### config.mk
export PLATFORM = sky130hd
export DESIGN_NAME = text_cursor_ctrl
export DESIGN_NICKNAME = d
export VERILOG_FILES = /design/src/rtl/text_cursor_ctrl.sv
export SDC_FILE = /design/constraint.sdc
export NUM_CORES = 1
export LEC_CHECK = 0
export BUFFER_PORTS_ARGS = -buffer_cell sky130_fd_sc_hd__clkbuf_2
export CAP_MARGIN = 20
export CORE_MARGIN = 2
export CORE_UTILIZATION = 56
export CTS_CLUSTER_DIAMETER = 80
export DETAILED_ROUTE_END_ITERATION = 12
export PLACE_DENSITY = 0.79
export SYNTH_ARGS = -nofsm -noshare
export SYNTH_HDL_FRONTEND = slang
export SYNTH_SLANG_ARGS = --single-unit
### constraint.sdc
create_clock -name clk -period 5.45 [get_ports clk]
set_input_delay 1.09 -clock clk [delete_from_list [all_inputs] [get_ports clk]]
set_output_delay 1.09 -clock clk [all_outputs]
set_load 0.01 [all_outputs]
### src/rtl/text_cursor_ctrl.sv
// text_cursor_ctrl: owns every write into the text-mode character buffer.
// It blanks the whole buffer after reset and turns keyboard events into
// single-port buffer writes. It also tracks the cursor and the scroll
// position. The scroll position is exported as roll_cnt, the start address
// of the first visible line.
//
//   state   | meaning
//   --------+------------------------------------------------------------
//   INIT    | blanking the whole buffer, one address per cycle
//   IDLE    | key_ready high, keyboard events are handled here
//   WRITE   | printable character write in flight
//   BKSP    | blank written at the cursor after a backspace move
//   NEWLINE | carriage return / line feed, may scroll the screen
//   CLEAR   | blanking the freshly exposed bottom line after a scroll
module text_cursor_ctrl #(
  parameter int COLS      = 70,
  parameter int ROWS      = 30,
  parameter int BUF_LINES = 64
) (
  input  logic        clk,
  input  logic        clrn,
  input  logic        key_valid,
  output logic        key_ready,
  input  logic [7:0]  key_ascii,
  input  logic        key_dir,
  input  logic [7:0]  key_code,
  output logic        wr_en,
  output logic [12:0] wr_addr,
  output logic [7:0]  wr_data,
  output logic [6:0]  cursor_x,
  output logic [4:0]  cursor_y,
  output logic [12:0] roll_cnt
);

  localparam int          LW       = $clog2(BUF_LINES);
  localparam logic [12:0] TOTAL    = 13'(BUF_LINES * COLS);
  localparam logic [12:0] CLR_LAST = 13'(COLS - 1);
  localparam logic [6:0]  LAST_COL = 7'(COLS - 1);
  localparam logic [4:0]  LAST_ROW = 5'(ROWS - 1);
  localparam logic [LW:0] NLINES   = BUF_LINES[LW:0];
  localparam logic [LW:0] LINE_M1  = NLINES - 1;
  localparam logic [LW:0] LINE_P1  = 1;

  typedef enum logic [2:0] {
    S_INIT, S_IDLE, S_WRITE, S_BKSP, S_NEWLINE, S_CLEAR
  } state_t;

  state_t          r_state;
  logic [12:0]     r_cnt;
  logic [6:0]      r_cx;
  logic [4:0]      r_cy;
  logic [LW-1:0]   r_top;
  logic [12:0]     r_roll;
  logic            r_wr_en;
  logic [12:0]     r_wr_addr;
  logic [7:0]      r_wr_data;
  logic            r_key_ready;

  logic [LW-1:0]   w_cur_line;
  logic [LW-1:0]   w_prev_line;
  logic [LW-1:0]   w_next_line;
  logic [LW-1:0]   w_top_next;
  logic [12:0]     w_cur_addr;
  logic            w_printable;

  // Buffer line to its first address.
  function automatic logic [12:0] line_base(input logic [LW-1:0] line);
    return 13'(line) * 13'(COLS);
  endfunction

  // Line arithmetic modulo BUF_LINES; b is always below BUF_LINES.
  function automatic logic [LW-1:0] line_add(input logic [LW-1:0] a, input logic [LW:0] b);
    logic [LW:0] s;
    s = {1'b0, a} + b;
    if (s >= NLINES) s = s - NLINES;
    return s[LW-1:0];
  endfunction

  assign w_cur_line  = line_add(r_top, (LW+1)'(r_cy));
  assign w_prev_line = line_add(w_cur_line, LINE_M1);
  assign w_next_line = line_add(w_cur_line, LINE_P1);
  assign w_top_next  = line_add(r_top, LINE_P1);
  assign w_cur_addr  = line_base(w_cur_line) + 13'(r_cx);
  assign w_printable = (key_ascii >= 8'h20) && (key_ascii <= 8'h7E);

  // Controller FSM: cursor, scroll and write-port registers all update here.
  always_ff @(posedge clk) begin
    if (!clrn) begin
      r_state     <= S_INIT;
      r_cnt       <= '0;
      r_cx        <= '0;
      r_cy        <= '0;
      r_top       <= '0;
      r_roll      <= '0;
      r_wr_en     <= 1'b0;
      r_wr_addr   <= '0;
      r_wr_data   <= '0;
      r_key_ready <= 1'b0;
    end else begin
      case (r_state)
        S_INIT: begin
          if (r_cnt < TOTAL) begin
            r_wr_en   <= 1'b1;
            r_wr_addr <= r_cnt;
            r_wr_data <= 8'h20;
            r_cnt     <= r_cnt + 13'd1;
          end else begin
            r_wr_en     <= 1'b0;
            r_key_ready <= 1'b1;
            r_state     <= S_IDLE;
          end
        end
        S_IDLE: begin
          if (key_valid) begin
            if (key_dir) begin
              // Direction keys never write or scroll and finish in this cycle.
              case (key_code)
                8'h75:   if (r_cy != 5'd0)     r_cy <= r_cy - 5'd1;
                8'h72:   if (r_cy != LAST_ROW) r_cy <= r_cy + 5'd1;
                8'h6B:   if (r_cx != 7'd0)     r_cx <= r_cx - 7'd1;
                8'h74:   if (r_cx != LAST_COL) r_cx <= r_cx + 7'd1;
                default: ;
              endcase
            end else if (w_printable) begin
              r_wr_en     <= 1'b1;
              r_wr_addr   <= w_cur_addr;
              r_wr_data   <= key_ascii;
              r_key_ready <= 1'b0;
              r_state     <= S_WRITE;
            end else if (key_ascii == 8'h0D || key_ascii == 8'h0A) begin
              r_key_ready <= 1'b0;
              r_state     <= S_NEWLINE;
            end else if (key_ascii == 8'h08) begin
              // Backspace at the home position is consumed without effect.
              if (r_cx != 7'd0) begin
                r_cx        <= r_cx - 7'd1;
                r_wr_en     <= 1'b1;
                r_wr_addr   <= w_cur_addr - 13'd1;
                r_wr_data   <= 8'h20;
                r_key_ready <= 1'b0;
                r_state     <= S_BKSP;
              end else if (r_cy != 5'd0) begin
                r_cy        <= r_cy - 5'd1;
                r_cx        <= LAST_COL;
                r_wr_en     <= 1'b1;
                r_wr_addr   <= line_base(w_prev_line) + 13'(LAST_COL);
                r_wr_data   <= 8'h20;
                r_key_ready <= 1'b0;
                r_state     <= S_BKSP;
              end
            end
          end
        end
        S_WRITE: begin
          r_wr_en <= 1'b0;
          if (r_cx == LAST_COL) begin
            r_state <= S_NEWLINE;
          end else begin
            r_cx        <= r_cx + 7'd1;
            r_key_ready <= 1'b1;
            r_state     <= S_IDLE;
          end
        end
        S_BKSP: begin
          r_wr_en     <= 1'b0;
          r_key_ready <= 1'b1;
          r_state     <= S_IDLE;
        end
        S_NEWLINE: begin
          r_cx <= '0;
          if (r_cy != LAST_ROW) begin
            r_cy        <= r_cy + 5'd1;
            r_key_ready <= 1'b1;
            r_state     <= S_IDLE;
          end else begin
            // Scroll: the line after the current bottom becomes visible and
            // its first blank goes out in the same edge.
            r_top     <= w_top_next;
            r_roll    <= line_base(w_top_next);
            r_wr_en   <= 1'b1;
            r_wr_addr <= line_base(w_next_line);
            r_wr_data <= 8'h20;
            r_cnt     <= '0;
            r_state   <= S_CLEAR;
          end
        end
        S_CLEAR: begin
          if (r_cnt == CLR_LAST) begin
            r_wr_en     <= 1'b0;
            r_key_ready <= 1'b1;
            r_state     <= S_IDLE;
          end else begin
            r_cnt     <= r_cnt + 13'd1;
            r_wr_addr <= r_wr_addr + 13'd1;
          end
        end
        default: begin
          r_state     <= S_INIT;
          r_cnt       <= '0;
          r_wr_en     <= 1'b0;
          r_key_ready <= 1'b0;
        end
      endcase
    end
  end

  assign key_ready = r_key_ready;
  assign wr_en     = r_wr_en;
  assign wr_addr   = r_wr_addr;
  assign wr_data   = r_wr_data;
  assign cursor_x  = r_cx;
  assign cursor_y  = r_cy;
  assign roll_cnt  = r_roll;

endmodule
After elaboration in Yosys (flattened, before gate mapping)
Cells that the tools add are included.
{ "classes": {"n_addsub": 17, "mul": 4, "magnitude_cmp": 7, "n_eq_ne": 39, "muxes": 86, "bitwise": 2, "n_reduce_logical": 19} }
{ "ops": {"columns": ["cell", "count"], "rows": [
  ["two-way mux 13 bit", 13],
  ["case mux 13 bit (4 select lines)", 2],
  ["two-way mux 8 bit", 9],
  ["two-way mux 7 bit", 10],
  ["multiplier 6 x 6 -> 12 bit (second input constant)", 4],
  ["two-way mux 5 bit", 8],
  ["two-way mux 3 bit", 11],
  ["equality test 8 x 7 -> 1 bit (second input constant)", 4],
  [">= comparator 7 bit (second input constant)", 4],
  ["adder 13 x 1 -> 13 bit (second input constant)", 2],
  ["equality test 8 x 4 -> 1 bit (second input constant)", 3],
  ["two-way mux 6 bit", 4],
  ["case mux 8 bit (3 select lines)", 1],
  ["subtractor 6 x 1 -> 6 bit (second input constant)", 4],
  ["two-way mux 1 bit", 21],
  ["case mux 7 bit (3 select lines)", 1],
  ["!= test 4 bit (second input constant)", 5],
  ["case mux 5 bit (2 select lines)", 2],
  ["!= test 2 bit (second input constant)", 9],
  ["!= test 3 bit (second input constant)", 6],
  ["case mux 3 bit (6 select lines)", 1],
  ["AND reduction 8 bit", 2],
  ["adder 6 x 1 -> 7 bit (second input constant)", 2],
  ["case mux 7 bit (2 select lines)", 1],
  ["38 further kinds", 45]
]} }
{ "totals": {"reg_bits": 69, "inputBits": 20, "output_inout_bits": 48, "word_cells": 184} }

Depth between registers and ports, before layout
{ "logic_depth": {"depth_word": 16, "mapped_depth": 25, "ltp_nobuf": 25} }

Worst setup path before layout
Ideal clock, no wire load.
{ "synth_path": {"path_type": "flip-flop to flip-flop", "startpoint": "reg r_cy[0] (netlist: cursor_y[0])", "endpoint": "reg r_wr_addr[10] (netlist: wr_addr[10])", "setup_time_ns": 0.117, "arrival_time_ns": 5.204, "required_time_ns": 5.333, "path_slack_ns": 0.129, "stages_incl_launch_ff": 22, "n_path_buf": 0, "path_cell_list": "dfxtp_1 ha_1 inv_1 fa_1 xor2_1 ha_1 a21boi_0 nor2b_1 nor3_2 xor2_2 ha_1 ha_1 ha_1 ha_1 o21ai_0 o21ai_1 a221oi_1 and3_1 xnor2_1 a2111oi_0 o211a_1 o21ai_1"} }
{ "synth_between": {"elab_chain_len": 16} }
{ "synth_lines": {"columns": ["element", "line_no", "text"], "rows": [
  ["start: declaration", "51", "logic [4:0] r_cy;"],
  ["start signal: assignment", "118", "8'h75: if (r_cy != 5'd0) r_cy <= r_cy - 5'd1;"],
  ["start signal: assignment", "119", "8'h72: if (r_cy != LAST_ROW) r_cy <= r_cy + 5'd1;"],
  ["start signal: assignment", "143", "r_cy <= r_cy - 5'd1;"],
  ["adder 6 x 5 -> 7 bit", "74", "s = {1'b0, a} + b;"],
  ["subtractor 6 x 1 -> 6 bit or >= comparator 7 bit (tied branches)", "75", "if (s >= NLINES) s = s - NLINES;"],
  ["two-way mux 6 bit", "75", null],
  ["adder 6 x 6 -> 7 bit", "74", null],
  ["subtractor 6 x 1 -> 6 bit or >= comparator 7 bit (tied branches)", "75", null],
  ["two-way mux 6 bit", "75", null],
  ["multiplier 6 x 6 -> 12 bit", "68", "return 13'(line) * 13'(COLS);"],
  ["adder 13 x 7 -> 13 bit", "146", "r_wr_addr <= line_base(w_prev_line) + 13'(LAST_COL);"],
  ["two-way mux 13 bit", "142", "end else if (r_cy != 5'd0) begin"],
  ["two-way mux 13 bit", "135", "if (r_cx != 7'd0) begin"],
  ["two-way mux 13 bit", "133", "end else if (key_ascii == 8'h08) begin"],
  ["two-way mux 13 bit", "130", "end else if (key_ascii == 8'h0D || key_ascii == 8'h0A) begin"],
  ["two-way mux 13 bit", "124", "end else if (w_printable) begin"],
  ["two-way mux 13 bit", "115", "if (key_dir) begin"],
  ["two-way mux 13 bit", "114", "if (key_valid) begin"],
  ["case mux 13 bit (4 select lines)", "100", "case (r_state)"],
  ["end signal: assignment", "104", "r_wr_addr <= r_cnt;"],
  ["end signal: assignment", "126", "r_wr_addr <= w_cur_addr;"],
  ["end signal: assignment", "138", "r_wr_addr <= w_cur_addr - 13'd1;"],
  ["end: declaration", "55", "logic [12:0] r_wr_addr;"]
]} }
Parallel ways exist; a longest one is shown, timed or not. The select of a mux whose other input is x is not followed.
A chain may end at the register's enable or synchronous reset.

Worst setup path in the final report
{ "layout_path": {"startpoint": "reg r_cy[0] (netlist: cursor_y[0])", "endpoint": "reg r_wr_addr[12] (netlist: wr_addr[12])"} }
The elaborated chain is that of the path after synthesis.

==> results.json <==
{
  "status": "finished, final reports clean",
  "avgSynthCellArea_um2": 7.93,
  "path_class": "flop to flop",
  "clock_skew_ps": 6.49,
  "groute.usage.overall_pct": 28.3,
  "fmax_mhz": 194,
  "setup_violations": 0,
  "path_common_cell": "ha_1",
  "synth_commonest_cells": "104 x nor2_1, 100 x ha_1, 69 x nand2_1, 68 x dfxtp_1, 62 x a21oi_1",
  "instances_no_fill": 1179,
  "synth_top_area_cell": "dfxtp_1",
  "min_to": "wr_data[3]",
  "cp_cell_sequence": "ha_1 -> inv_1 -> fa_1 -> nand2b_4 -> a21oi_4 -> xnor2_4 -> inv_1 -> ha_1 -> ha_1 -> ha_1 -> ha_1 -> xor2_1 -> ha_1 -> or3_1 -> o2111ai_2 -> xnor2_1 -> nor4_1 -> mux2i_1 -> nor4_2 -> nand2_1 -> a31oi_1",
  "io-pin-count": 68,
  "die_w_um": 119,
  "clkTransAtPathRegs_ps": 60,
  "syn_inst": 940,
  "cap_violations": 0,
  "cts_num_sinks": 68,
  "synth_top_area_share_pct": 18.3,
  "cpLargestDelayFamily": "adder cells",
  "synth_flop_cell": "dfxtp_1",
  "gp_congestion": 0.927,
  "hold_path.startpoint": "wr_data[3]",
  "cp_data_arrival_time_ps": 5430,
  "slowest_delay_ps": 410,
  "routed_wl_um": 20300,
  "fin_crit_ps": 5160,
  "fp.dieH_um": 119,
  "grt_pass1_wl_um": 33200,
  "rows": 42,
  "whs_ps": 448,
  "holdCritPathClass": "flop to flop",
  "synth.most_common_cell": "nor2_1",
  "cp-end-kind": "flop",
  "yosys_warnings": 0,
  "synth_cell_type_count": 90,
  "area_growth_pct": 12.2,
  "placed_area_um2": 7960,
  "drc": 0,
  "cts_tree": "built",
  "avgViaCountPerCell": 6.19,
  "drive_gt1_share_pct": 15.0,
  "overflow": 0,
  "fin_area_um2": 8370,
  "fp.dieArea_um2": 14300,
  "cts-root-buf": "clkbuf_16",
  "synthArstFlopShare_pct": 0,
  "final_nets": 1128,
  "vias": 7303,
  "rr_worst_depth": 21,
  "power_mw": 1.21,
  "antenna_left": 0,
  "core-area_um2": 13100,
  "rsz0062_at_grt": "false",
  "critPathBufInv": 2,
  "rr_startpoint": "cursor_y[0]",
  "min_period_over_period_pct": 94.7,
  "crit_fanout": 5,
  "yosys-top-cells-area": "dfxtp_1 18%, ha_1 17%, nor2_1 5.2%",
  "hold_buffers": 0,
  "start_util_pct": 56.8,
  "dp_cells": 1161,
  "grt_pass1_vias": 6836,
  "mappedNetlistArea_um2": 7460,
  "place_hpwl_um": 15500,
  "portBuffers": 66,
  "cts_buffers": 9,
  "dr.pass1.iters": 6,
  "ys_ff_latch": 68,
  "whs_path_depth": 2,
  "hold_viol_final": 0,
  "setup_tns_ps": 0,
  "worstReg2RegEnd": "wr_addr[12]",
  "synth_edf_count": 0,
  "relSlewSlack_pct": 33.3,
  "final-max-slew-violation-count": 0,
  "worstPathRequired_ps": 5710,
  "r2r_slack_ps": 290,
  "clock_path_buffers": 2,
  "cellPowerDensity_nw_per_um2": 144,
  "crit_path_start_kind": "flop",
  "num_antenna_cells": 0,
  "max_slew.worst_pin.slew_ps": 996,
  "syn_nets": 1070,
  "drt_iter0_markers": 731,
  "peakVddDrop_v": 0.000145,
  "clk_latency_ps": 340,
  "seq_area_frac_synth_pct": 18.3,
  "grt_max_degree": 30,
  "routedWlPerCell_um": 17.2,
  "cp_slowest_cell": "fa_1",
  "antenna_found_initial": 0,
  "power_leakage_nw": 3.71,
  "h-tree-depth": 3
}
-- cell usage in the layout, fill, tap and decap left out, types with 9 or more instances in the layout --
cell type / n
a211oi_1: 23
a21oi_1: 62
a31oi_1: 9
and3_1: 9
buf_4: 17
clkbuf_16: 9
clkbuf_2: 66
dfxtp_1: 67
fa_1: 10
ha_1: 98
inv_1: 50
nand2_1: 69
nand3_1: 29
nand4_1: 10
nor2_1: 104
nor2b_1: 11
nor3_1: 23
o211ai_1: 9
o21a_1: 12
o21ai_0: 43
o21ai_1: 16
or3_1: 9
xnor2_1: 34
xor2_1: 34
-- flip-flops by register name, indices dropped and copies added (netlist names) --
name and count:
r_cnt 13, wr_addr 13, roll_cnt 11, wr_data 8
cursor_x 7, r_top 6, cursor_y 5, r_state 3
key_ready 1, wr_en 1
-- logic make-up after synthesis --
group | after synthesis | share of synthesized area [%]
other | 1 | 0.0503
adders and majority gates | 110 | 19.5
xor gates and xnor gates | 77 | 10.1
buffers and inverters | 88 | 4.81
muxes | 7 | 0.939
and+or+nand+nor | 328 | 22.2
DFF | 68 | 18.3
AOI/OAI and AO/OA | 261 | 24.2
-- worst max path at each step --
stage                startpoint           to  depth (start not counted)
global placement    cursor_y[1]  wr_addr[10]                         21
CTS                 cursor_y[1]  wr_addr[10]                         21
detailed placement  cursor_y[1]  wr_addr[10]                         21
floorplan           cursor_y[0]  wr_addr[10]                         21
global route        cursor_y[0]   wr_addr[7]                         21
finish              cursor_y[0]  wr_addr[12]                         21
-- power breakdown --
part           switching, mW  total (mW)  internal [mW]  leakage (nW)
Clock                  0.232       0.645          0.413         0.159
Combinational         0.0342      0.0541         0.0199          3.01
Sequential           0.00649       0.508          0.501         0.550
Total                  0.273        1.21          0.934          3.71
-- what timing repair did --
| item | in CTS | in global routing |
|---|---|---|
| hold endpoints to repair | 0 | 0 |
| buffers inserted | 0 | 1 |
| setup endpoints to repair | 0 | 5 |
| gates resized for setup | 0 | 14 |
-- through the flow --
| step | util [%] | worst slack (ps) |
|---|---|---|
| floorplan | - | 129 |
| global route | 63.7 | 0.510 |
| detailed placement | 60.6 | 60.6 |
| global placement | 60.6 | 230 |
| finish | 63.7 | 287 |
| CTS | 63.0 | 58.3 |
-- final cells by class --
class / count / area (um^2)
Multi-Input combinational cell: 784 / 5810
Fill cell: 1150 / 4770
Sequential cell: 68 / 1360
Timing Repair Buffer: 83 / 458
Clock buffer: 10 / 239
Tap cell: 176 / 220
Inverter: 52 / 195
Clock inverter: 6 / 86.3
-- worst min-delay path, delay by kind of cell, from the launching register on --
kind	cells	cell delay (ps)
flops	1	300
simple gates	1	50
compound gates	1	50
-- per-layer routing --
layer / vias up / wire length (um) / GRT usage, %
li1: 3527 / - / -
met3: 37 / 1260 / 4.12
met2: 296 / 9670 / 47.3
met1: 3443 / 8970 / 37.9
met4: 0 / 399 / 8.46
met5: - / 0 / 0
Power figures use the tool's default switching activity.
